[src/rtl/scoreboard_pkg.sv]
// Shared definitions for the scoreboard display stage.
//   - field indices for the five sampled scoreboard values
//   - digit index -> (field, BCD position) mapping for the 12-digit display
//   - 7-segment encoder and the blank pattern
//   - sequencer state type
package scoreboard_pkg;

    localparam int unsigned NUM_DIGITS = 12;
    localparam int unsigned NUM_FIELDS = 5;

    localparam logic [2:0] F_SCORE1  = 3'd0;
    localparam logic [2:0] F_SCORE2  = 3'd1;
    localparam logic [2:0] F_MINUTES = 3'd2;
    localparam logic [2:0] F_SECONDS = 3'd3;
    localparam logic [2:0] F_SHOT    = 3'd4;

    localparam logic [1:0] POS_HUNDREDS = 2'd0;
    localparam logic [1:0] POS_TENS     = 2'd1;
    localparam logic [1:0] POS_ONES     = 2'd2;

    // Segment order {g,f,e,d,c,b,a}, active-high.
    localparam logic [6:0] BLANK = 7'b0000000;

    typedef enum logic [1:0] {StIdle, StLoad, StWait} seq_state_e;

    function automatic logic [2:0] digit_field(input logic [3:0] idx);
        logic [2:0] f;
        case (idx)
            4'd0, 4'd1, 4'd2: f = F_SCORE1;
            4'd3, 4'd4, 4'd5: f = F_SCORE2;
            4'd6, 4'd7:       f = F_MINUTES;
            4'd8, 4'd9:       f = F_SECONDS;
            default:          f = F_SHOT;
        endcase
        return f;
    endfunction

    // Clock fields occupy even/odd pairs starting at 6: even is tens, odd is ones.
    function automatic logic [1:0] digit_pos(input logic [3:0] idx);
        logic [1:0] p;
        case (idx)
            4'd0, 4'd3: p = POS_HUNDREDS;
            4'd1, 4'd4: p = POS_TENS;
            4'd2, 4'd5: p = POS_ONES;
            default:    p = idx[0] ? POS_ONES : POS_TENS;
        endcase
        return p;
    endfunction

    function automatic logic [6:0] seg_encode(input logic [3:0] d);
        logic [6:0] s;
        case (d)
            4'd0:    s = 7'b0111111;
            4'd1:    s = 7'b0000110;
            4'd2:    s = 7'b1011011;
            4'd3:    s = 7'b1001111;
            4'd4:    s = 7'b1100110;
            4'd5:    s = 7'b1101101;
            4'd6:    s = 7'b1111101;
            4'd7:    s = 7'b0000111;
            4'd8:    s = 7'b1111111;
            4'd9:    s = 7'b1101111;
            default: s = BLANK;
        endcase
        return s;
    endfunction

endpackage

[src/rtl/bin2bcd_seq.sv]
// Serial 8-bit binary to 3-digit BCD converter (double-dabble).
//   clock  : system clock
//   PB0    : synchronous active-high reset, aborts any conversion
//   start  : 1-cycle request, ignored while busy
//   bin    : binary value, sampled when start is accepted
//   busy   : conversion in progress
//   done   : 1-cycle pulse, 9 cycles after start, with bcd valid
//   bcd    : {hundreds, tens, ones}, held until the next done
module bin2bcd_seq (
    input  logic        clock,
    input  logic        PB0,
    input  logic        start,
    input  logic [7:0]  bin,
    output logic        busy,
    output logic        done,
    output logic [11:0] bcd
);

    logic [7:0]  r_bin;
    logic [11:0] r_acc;
    logic [2:0]  r_cnt;
    logic        r_busy;
    logic        r_done;
    logic [11:0] r_bcd;

    logic [11:0] w_adj;
    logic [19:0] w_shift;

    // Add-3 on every digit that would overflow past 9 after the next shift.
    always_comb begin
        w_adj = r_acc;
        for (int i = 0; i < 3; i++) begin
            if (r_acc[4*i +: 4] >= 4'd5) begin
                w_adj[4*i +: 4] = r_acc[4*i +: 4] + 4'd3;
            end
        end
        w_shift = {w_adj, r_bin} << 1;
    end

    always_ff @(posedge clock) begin
        if (PB0) begin
            r_bin  <= '0;
            r_acc  <= '0;
            r_cnt  <= '0;
            r_busy <= 1'b0;
            r_done <= 1'b0;
            r_bcd  <= '0;
        end else begin
            r_done <= 1'b0;
            if (!r_busy) begin
                if (start) begin
                    r_bin  <= bin;
                    r_acc  <= '0;
                    r_cnt  <= '0;
                    r_busy <= 1'b1;
                end
            end else begin
                r_acc <= w_shift[19:8];
                r_bin <= w_shift[7:0];
                r_cnt <= r_cnt + 3'd1;
                if (r_cnt == 3'd7) begin
                    r_busy <= 1'b0;
                    r_done <= 1'b1;
                    r_bcd  <= w_shift[19:8];
                end
            end
        end
    end

    assign busy = r_busy;
    assign done = r_done;
    assign bcd  = r_bcd;

endmodule

[src/rtl/scoreboard_display.sv]
// Scoreboard display stage: samples five scoreboard values once per frame, converts
// them to BCD serially, scans a 12-digit multiplexed 7-segment display and drives a
// buzzer on shot-clock / game-clock expiry. All outputs are registered.
//   clock            : system clock
//   PB0              : synchronous active-high reset
//   score1, score2   : team scores 0..255
//   minutes, seconds : game clock
//   shotclock        : shot clock
//   seg              : {g,f,e,d,c,b,a}, active-high, 0 = blank
//   digit_sel        : one-hot digit enable
//   buzzer           : horn drive
module scoreboard_display
    import scoreboard_pkg::*;
#(
    parameter int unsigned DWELL    = 8,
    parameter int unsigned BUZZ_LEN = 16
) (
    input  logic        clock,
    input  logic        PB0,
    input  logic [7:0]  score1,
    input  logic [7:0]  score2,
    input  logic [3:0]  minutes,
    input  logic [5:0]  seconds,
    input  logic [4:0]  shotclock,
    output logic [6:0]  seg,
    output logic [11:0] digit_sel,
    output logic        buzzer
);

    localparam int unsigned CW = $clog2(DWELL);
    localparam int unsigned BW = $clog2(BUZZ_LEN + 1);

    // Five conversions of 10 cycles each must finish within one 12*DWELL frame.
    if (DWELL < 5) begin : g_dwell_check
        $error("scoreboard_display: DWELL must be at least 5");
    end
    if (BUZZ_LEN < 1) begin : g_buzz_check
        $error("scoreboard_display: BUZZ_LEN must be at least 1");
    end

    // Scan: r_run is low only before the first post-reset edge, which starts a frame.
    logic          r_run;
    logic [3:0]    r_idx;
    logic [CW-1:0] r_cnt;
    logic [3:0]    w_idx_next;
    logic [CW-1:0] w_cnt_next;
    logic          w_frame_start;

    always_comb begin
        w_idx_next    = r_idx;
        w_cnt_next    = r_cnt + CW'(1);
        w_frame_start = 1'b0;
        if (!r_run) begin
            w_idx_next    = '0;
            w_cnt_next    = '0;
            w_frame_start = 1'b1;
        end else if (r_cnt == CW'(DWELL - 1)) begin
            w_cnt_next = '0;
            if (r_idx == 4'(NUM_DIGITS - 1)) begin
                w_idx_next    = '0;
                w_frame_start = 1'b1;
            end else begin
                w_idx_next = r_idx + 4'd1;
            end
        end
    end

    // Snapshot, shadow BCD and display buffers, one slot per field.
    logic [NUM_FIELDS-1:0][7:0]  r_snap;
    logic [NUM_FIELDS-1:0][11:0] r_shadow;
    logic [NUM_FIELDS-1:0][11:0] r_disp;
    logic [NUM_FIELDS-1:0][11:0] w_disp_next;

    // Sequencer
    seq_state_e  r_state;
    seq_state_e  w_state_next;
    logic [2:0]  r_field;
    logic [2:0]  w_field_next;
    logic        w_conv_start;
    logic        w_shadow_we;
    logic        w_conv_busy;
    logic        w_conv_done;
    logic [7:0]  w_conv_bin;
    logic [11:0] w_conv_bcd;

    assign w_conv_bin = r_snap[r_field];

    always_comb begin
        w_state_next = r_state;
        w_field_next = r_field;
        w_conv_start = 1'b0;
        w_shadow_we  = 1'b0;
        unique case (r_state)
            StIdle: begin
                if (w_frame_start) begin
                    w_state_next = StLoad;
                    w_field_next = F_SCORE1;
                end
            end
            StLoad: begin
                w_conv_start = !w_conv_busy;
                if (!w_conv_busy) begin
                    w_state_next = StWait;
                end
            end
            StWait: begin
                if (w_conv_done) begin
                    w_shadow_we = 1'b1;
                    if (r_field == F_SHOT) begin
                        w_state_next = StIdle;
                    end else begin
                        w_field_next = r_field + 3'd1;
                        w_state_next = StLoad;
                    end
                end
            end
            default: w_state_next = StIdle;
        endcase
    end

    bin2bcd_seq u_conv (
        .clock (clock),
        .PB0   (PB0),
        .start (w_conv_start),
        .bin   (w_conv_bin),
        .busy  (w_conv_busy),
        .done  (w_conv_done),
        .bcd   (w_conv_bcd)
    );

    // Digit selection works from the buffer contents as they will be after this edge,
    // so the first digit of a new frame already shows the freshly copied values.
    logic [2:0]  w_field;
    logic [1:0]  w_pos;
    logic [11:0] w_word;
    logic [3:0]  w_digit;
    logic        w_blank;
    logic        w_is_score;
    logic [6:0]  w_seg_next;

    always_comb begin
        w_disp_next = w_frame_start ? r_shadow : r_disp;
        w_field     = digit_field(w_idx_next);
        w_pos       = digit_pos(w_idx_next);
        w_word      = w_disp_next[w_field];
        w_is_score  = (w_field == F_SCORE1) || (w_field == F_SCORE2);
        unique case (w_pos)
            POS_HUNDREDS: w_digit = w_word[11:8];
            POS_TENS:     w_digit = w_word[7:4];
            default:      w_digit = w_word[3:0];
        endcase
        w_blank = w_is_score &&
                  (((w_pos == POS_HUNDREDS) && (w_word[11:8] == 4'd0)) ||
                   ((w_pos == POS_TENS) && (w_word[11:4] == 8'd0)));
        w_seg_next = w_blank ? BLANK : seg_encode(w_digit);
    end

    // Buzzer: rising edges of either event (re)load the pulse counter.
    logic          r_shot_prev;
    logic          r_game_prev;
    logic [BW-1:0] r_buzz_cnt;
    logic [BW-1:0] w_buzz_next;
    logic          w_shot_ev;
    logic          w_game_ev;
    logic          w_rise;

    always_comb begin
        w_shot_ev = (shotclock == 5'd0);
        w_game_ev = (minutes == 4'd0) && (seconds == 6'd0);
        w_rise    = (w_shot_ev && !r_shot_prev) || (w_game_ev && !r_game_prev);
        if (w_rise) begin
            w_buzz_next = BW'(BUZZ_LEN);
        end else if (r_buzz_cnt != '0) begin
            w_buzz_next = r_buzz_cnt - BW'(1);
        end else begin
            w_buzz_next = '0;
        end
    end

    logic [6:0]  r_seg;
    logic [11:0] r_digit_sel;
    logic        r_buzzer;

    always_ff @(posedge clock) begin
        if (PB0) begin
            r_run       <= 1'b0;
            r_idx       <= '0;
            r_cnt       <= '0;
            r_snap      <= '0;
            r_shadow    <= '0;
            r_disp      <= '0;
            r_state     <= StIdle;
            r_field     <= F_SCORE1;
            r_shot_prev <= 1'b1;
            r_game_prev <= 1'b1;
            r_buzz_cnt  <= '0;
            r_seg       <= BLANK;
            r_digit_sel <= '0;
            r_buzzer    <= 1'b0;
        end else begin
            r_run   <= 1'b1;
            r_idx   <= w_idx_next;
            r_cnt   <= w_cnt_next;
            r_state <= w_state_next;
            r_field <= w_field_next;
            if (w_frame_start) begin
                r_snap <= {{3'b000, shotclock}, {2'b00, seconds}, {4'b0000, minutes},
                           score2, score1};
            end
            if (w_shadow_we) begin
                r_shadow[r_field] <= w_conv_bcd;
            end
            r_disp      <= w_disp_next;
            r_shot_prev <= w_shot_ev;
            r_game_prev <= w_game_ev;
            r_buzz_cnt  <= w_buzz_next;
            r_seg       <= w_seg_next;
            r_digit_sel <= 12'd1 << w_idx_next;
            r_buzzer    <= (w_buzz_next != '0);
        end
    end

    assign seg       = r_seg;
    assign digit_sel = r_digit_sel;
    assign buzzer    = r_buzzer;

endmodule
[config.mk]
export PLATFORM = sky130hd
export DESIGN_NAME = scoreboard_display
export DESIGN_NICKNAME = d
export VERILOG_FILES = /design/src/rtl/scoreboard_pkg.sv /design/src/rtl/bin2bcd_seq.sv /design/src/rtl/scoreboard_display.sv
export SDC_FILE = /design/constraint.sdc
export NUM_CORES = 1
export LEC_CHECK = 0
export CAP_MARGIN = 20
export CORE_UTILIZATION = 59
export CTS_CLUSTER_SIZE = 28
export DETAILED_ROUTE_END_ITERATION = 6
export GPL_TIMING_DRIVEN = 0
export HOLD_SLACK_MARGIN = 0.12
export PLACE_DENSITY = 0.75
export SKIP_LAST_GASP = 1
export SLEW_MARGIN = 20
export SYNTH_ARGS = -nofsm -noshare
export SYNTH_HDL_FRONTEND = slang
export SYNTH_SLANG_ARGS = --single-unit
[constraint.sdc]
create_clock -name clock -period 3.67 [get_ports clock]
set_input_delay 0.734 -clock clock [delete_from_list [all_inputs] [get_ports clock]]
set_output_delay 0.734 -clock clock [all_outputs]
set_load 0.05 [all_outputs]
# Word level (Yosys, flattened, before mapping)
# Memories as Yosys holds them, arrays and structs flattened. A register that Yosys moved wholly into a read port is not among the register bits.
# Index checks and enable logic that the tools add are counted.
# word_totals
ff_bits,221
word_cells,149
n_memories,2
out_inout_bits,20
mem_bits_ro,160
inputBits,33
# mem_list
name,depth,width,rd,rd_clocked_by_memory_dff,write_ports,line,text
(no name shown),16,7,1,1,0,scoreboard_pkg.sv:52,case (d)
(no name shown),16,3,1,0,0,scoreboard_pkg.sv:28,case (idx)
# op_classes
bitwise,2
eq_ne,17
mux,45
n_addsub,8
magnitude_cmp,6
shift,1
reduce_logical,36
# ops
op,n
$bwmux 60,1
$mux 60,1
$mux 12,4
$bmux 12 s3,1
$demux 12 s3,1
$bmux 8 s3,1
$mux 8,3
$mux 4,5
$mux 3,6
$ge 4x3->1 const B,3
$logic_not 4->1,3
$mux 1,12
$pmux 2 s3,2
$reduce_or 2->1,6
$shl 1x4->12 const A,1
$mux 5,2
$reduce_bool 5->1,2
$add 3x1->3 const B,3
$eq 3x3->1 const B,3
$add 4x2->4 const B,2
$eq 4x2->1 const B,2
$eq 4x3->1 const B,2
$logic_not 8->1,1
$lt 3x4->1 const B,2
27 further kinds,46

# Depth between registers and ports, before layout
# logic_depth
word_depth,12
depth_mapped,18

# Hierarchy
# From an unflattened synthesis, not the netlist that was laid out.
# unflattened
cells_unflattened,1063
area_unflattened_um2,9287.7
# modules_own_cells
mod,n_inst,cells_each,area_per_inst_um2
scoreboard_display,1,881,7652.3
bin2bcd_seq,1,182,1635.3

# Worst setup path after synthesis
# OpenSTA, ideal clock, no wires.
# synth_path
path_kind,flip-flop to flip-flop
from,register r_cnt[0]
to,register r_seg[5] (netlist: seg[5])
stages_incl_launch_ff,17
arrival_ps,3021
synth_period_minus_slack_ps,3144
path_buffers,2
path_slack_ps,526
setup_time_ps,122
t_required_ps,3548
cell_sequence,dfxtp_1 > ha_1 > ha_1 > buf_6 > a21bo_4 > and2_4 > and3_1 > buf_2 > o31a_1 > a311o_1 > a22o_1 > nor2_1 > inv_1 > ha_1 > nor2b_1 > o21ai_0 > a21oi_1
# synth_via
elab_chain_cells,11
elab_cells_between_ends,33
# synth_rtl
item,line,text
start: declaration,scoreboard_display.sv:44,logic [CW-1:0] r_cnt;
start signal: assignment,scoreboard_display.sv:203,r_cnt <= w_cnt_next;
$eq 3x3->1 *,scoreboard_display.sv:57,end else if (r_cnt == CW'(DWELL - 1)) begin
$mux 4 or $mux 1 (tied branches),scoreboard_display.sv:57,
$mux 4 or $mux 1 (tied branches),scoreboard_display.sv:53,if (!r_run) begin
$mem_v2 16x3 (tied with other cells),-,
$bmux 12 s3 or $reduce_or 2->1 (tied branches),"scoreboard_display.sv:145, scoreboard_pkg.sv:41",
$mux 12 (implied by the code) or $pmux 2 s3 (tied branches),"scoreboard_display.sv:145, scoreboard_pkg.sv:41",
$logic_not 8->1 (tied with other cells),scoreboard_display.sv:154,((w_pos == POS_TENS) && (w_word[11:4] == 8'd0)));
"$logic_and 1x1->1, on equally long branches","scoreboard_display.sv:154, scoreboard_display.sv:153",
$logic_or 1x1->1,scoreboard_display.sv:153,(((w_pos == POS_HUNDREDS) && (w_word[11:8] == 4'd0)) ||
$logic_and 1x1->1,scoreboard_display.sv:152,w_blank = w_is_score &&
$reduce_or 2->1 (no line),-,
end: declaration,scoreboard_display.sv:180,logic [6:0] r_seg;
# Mark *: on every way between the ends. The rest lies on a longest branch, timed or not. The select of a mux whose other input is x is not followed.
# A chain may end at the register's enable or synchronous reset.

# Worst setup path after layout
# layout_path
from,register r_cnt[0]
to,register r_disp[15] (netlist bit)
# layout_via
elab_chain_cells,4
# layout_rtl
item,line,text
$eq 3x3->1,scoreboard_display.sv:57,
$mux 1,scoreboard_display.sv:57,
$mux 1,scoreboard_display.sv:53,
$mux 60,scoreboard_display.sv:142,w_disp_next = w_frame_start ? r_shadow : r_disp;
end signal: assignment,scoreboard_display.sv:213,r_disp <= w_disp_next;
end: declaration,scoreboard_display.sv:71,logic [NUM_FIELDS-1:0][11:0] r_disp;
# Every way passes these cells.

==> out/results.md <==
• finished clean — status
• 130 µm — width of the die
• 0 — number of antenna cells inserted
• 3490 ps — min cycle time layout
• 1211 — nets in the synthesized netlist
• 4.34% — GR met3 Demand/Resource
• 0 — number of enable flip-flop cells after synthesis
• clkbuf_16 — clk root buf
• 95.2% — portion of the clock cycle consumed by the worst path in the final layout
• done — clock tree from TritonCTS
• 46.7% — sequential share of the synthesized area
• 0 — DRC violations left
• 2 — hold depth
• 0 — total gr overflow
• 42.4 mm — global-route wire length before repair
• r_snap[11] — endpoint of the worst hold path
• 51 — Port-buffer cells
• 0 — residual antenna-violating net count after detailed routing
• 9.90 ps — Max Clock Skew
• 53 — I/O pin count
• 19.4 mm — dpl hpwl
• 16800 µm² — area enclosed by the die boundary
• 0 — antenna violations before repair
• 10 — largest driver fanout on the critical path
• 5 — number of iterations in the first detailed-routing pass
• 6 — buffers plus inverters on the worst setup path
• 0 — number of slew-limit violations in the final report
• reg -> reg — category of the critical setup timing path
• buffers and inverters — Top delay family on crit path
• 286 MHz — Peak Freq
• reg -> reg — type of the worst min-delay path
• 18.8 µm — wire length per cell after detailed routing
• 15900 µm² — core region area
• 60 ps — clock transition time at the flip-flop clock pins of the worst setup and hold paths
• 7693 — number of global-route vias before repair
• 655 — count of routing violations after the opening detailed-route iteration
• r_snap[11] — worst min-delay path startpoint
• 60.4% — initial cell density of the core
• 33.0% — GRT Resource Usage Total
• 130 µm — Die Span Y
• 0 — hold violation count in the final report
• 17.6% — signed area change from the synthesized netlist to the final layout
• 9600 µm² — area of the mapped netlist
• 0 — number of max-capacitance violations reported
• 1158 — Cells after Synth
• 1288 — Final nets
• 0.426 mV — worst supply voltage drop on vdd
• 75 — count of distinct cell types in the synthesized netlist
• 0 — Hold Buf Count CTS
• 27.6 mm — total detailed-routing wirelength
• 520 ps — clock insertion delay at the later pin of the skew report
• dfxtp_1 47%, nand2_1 9.9%, a21oi_1 8.8% — cell types with the largest area share after synthesis
• 530 ps — maximum single-stage delay on the critical path
• 5.94 — detailed-route vias per instance
• ha_1, ha_1, buf_6, nand4b_1, nand2_1, buf_2, buf_2, clkbuf_1, clkbuf_2, buf_1, nand2_1, a21oi_1 — series of cell instances along the critical path
• 24 — CTS Buf Count
• 224 — # clock sinks
• clkbuf_1 — Max stage delay cell, worst path
• 180 ps — worst setup slack for register-to-register paths
• 0 — Synth Warn #
• 767 ps — Tightest Pin Transition
• 8.23% — fraction of final layout cells sized beyond drive strength 1
• met2 — global-route layer with the greatest usage
• 47.4% — met1 Track Usage GR
• 8.29 µm² — average cell area after synthesis
• 12 — count of cells along the worst register-to-register path
• 8720 — vias after detailed routing
• register — CP Capture Type
• 450 ps — hold slack final
• 0 — final setup vio count
• 1468 — number of standard cells in the final layout excluding fillers
• 4110 ps — WP data required
• 1.01 — final estimated routing congestion in global placement
• 20 — pin count of the biggest net entering global routing
• 486 nW/µm² — power per standard cell area
• 1425 — instance count after placement with tap cells included
• 48.2% — headroom to the max-slew limit
• 1 — H-tree depth reported by CTS
• 52.2% — met2 Use GR
• true — setup repair after global routing missed its margin
• 224 — post-synthesis sequential element count
• 252 x nand2_1, 224 x dfxtp_1, 168 x a21oi_1, 94 x nor2_1, 52 x clkbuf_1 — top cells by instance count after synthesis
• nand2_1 — cell with the most instances after synthesis
• r_disp[15] — worst reg2reg path endpoint
• 0% — share of flip-flops with an asynchronous set or reset after synthesis
• dfxtp_1 — cell accounting for the most synthesized area
• dfxtp_1 — Most used DFF post-synth
• r_cnt[0] — beginning of the worst register-to-register path
• 46 — Std-Cell Rows
• 3940 ps — Data arrival, critical path
• register — startpoint kind of the worst setup timing path
• 46.7% — area share of the largest cell type after synthesis
• 3 — buffers from clock root to sink, at most
• 4.19 nW — leakage power
-- worst max path at each step --
stage / startpoint / end / slack [ps] / cells after the start
floorplan: r_cnt[0] / seg[5] / 530 / 16
global placement: r_cnt[0] / seg[5] / -280 / 18
detailed placement: r_cnt[0] / seg[5] / -330 / 18
CTS: r_cnt[0] / seg[5] / 60 / 17
global route: r_cnt[0] / seg[5] / -80 / 18
finish: r_cnt[0] / r_disp[15] / 180 / 12
-- worst reg2reg max path, stage by stage (launching register included) --
cell and delay (ps):
dfxtp_1 350, ha_1 150, ha_1 200, buf_6 200, nand4b_1 150, nand2_1 170, buf_2 270, buf_2 270
clkbuf_1 530, clkbuf_2 440, buf_1 400, nand2_1 110, a21oi_1 180
-- through the flow --
step,instance area [µm²],worst slack [ps],util (%),power (mW),TNS [ps]
after detailed placement,10400,-326,65.4,3.00,-1540
final,11300,177,71.1,5.48,0
after global routing,11300,-77.1,71.1,5.65,-77.1
after global placement,10400,-279,65.4,2.98,-1440
after CTS,11200,64.1,70.7,5.50,0
after floorplan,9600,526,-,2.84,0
-- per-layer routing --
metal	routed length, µm	vias up
li1	-	4164
met1	12300	4159
met2	12400	343
met3	2090	54
met4	716	0
met5	0	-
-- cell families (layout without fill, tap and decap cells) --
group                    Yosys count  after routing  share of synthesized area [%]
AO/OA/AOI/OAI                    296            296                           18.7
XOR/XNOR                           9              9                           1.09
adder cells (fa/ha/maj)           20             20                           2.61
buffers and inverters            100            194                           4.44
flip-flops                       224            224                           46.7
multiplexers                      47             47                           5.37
AND/OR/NAND/NOR                  462            462                           21.1
-- state kept, by name, indices dropped and copies added (netlist names), 2 cells and up --
| signal | count |
|---|---|
| r_buzz_cnt | 5 |
| seg | 7 |
| r_cnt | 3 |
| r_idx | 4 |
| u_conv.bcd | 12 |
| r_disp | 58 |
| u_conv.r_bin | 8 |
| u_conv.r_cnt | 3 |
| r_field | 3 |
| r_shadow | 58 |
| u_conv.r_acc | 12 |
| digit_sel | 12 |
| r_state | 2 |
| r_snap | 31 |
-- power breakdown --
group / internal (mW) / total, mW / switching, mW / leakage (nW)
clock network: 1.53 / 2.53 / 0.995 / 0.410
registers: 2.49 / 2.53 / 0.0366 / 1.82
logic: 0.151 / 0.425 / 0.274 / 1.97
total: 4.18 / 5.48 / 1.31 / 4.19
-- final cells by class --
cell class	instances	area (µm²)
timing repair buffer	52	518
buffer	79	349
clock buffer	31	687
clock inverter	12	158
sequential	224	4490
fill	1338	4590
multi-input combinational	834	4750
inverter	20	75.1
tap	216	270
-- cells in the final DEF, fill, tap and decap left out, drive strengths merged, types with 4 or more instances in the layout --
master,n
dfxtp,224
clkinv,6
nand2,254
mux2i,38
and3,6
buf,27
nor4,6
mux2,6
nor3,22
a31oi,12
a21oi,169
o21a,5
nor2,95
clkdlybuf4s50,51
nand3b,4
o211ai,6
o311ai,5
clkbuf,84
and2,4
nor3b,5
nand3,36
a22o,5
inv,20
xnor2,7
nand2b,14
a211oi,5
a311oi,5
nor2b,5
o22ai,6
ha,20
a21o,6
a221oi,8
o21ai,41
-- repair_timing --
item | 4_1_cts | 5_1_grt
pin swaps | 0 | 2
buffers inserted | 0 | 1
setup endpoints to repair | 17 | 17
gates resized for setup | 2 | 12
(Power assumes the default switching activity.)
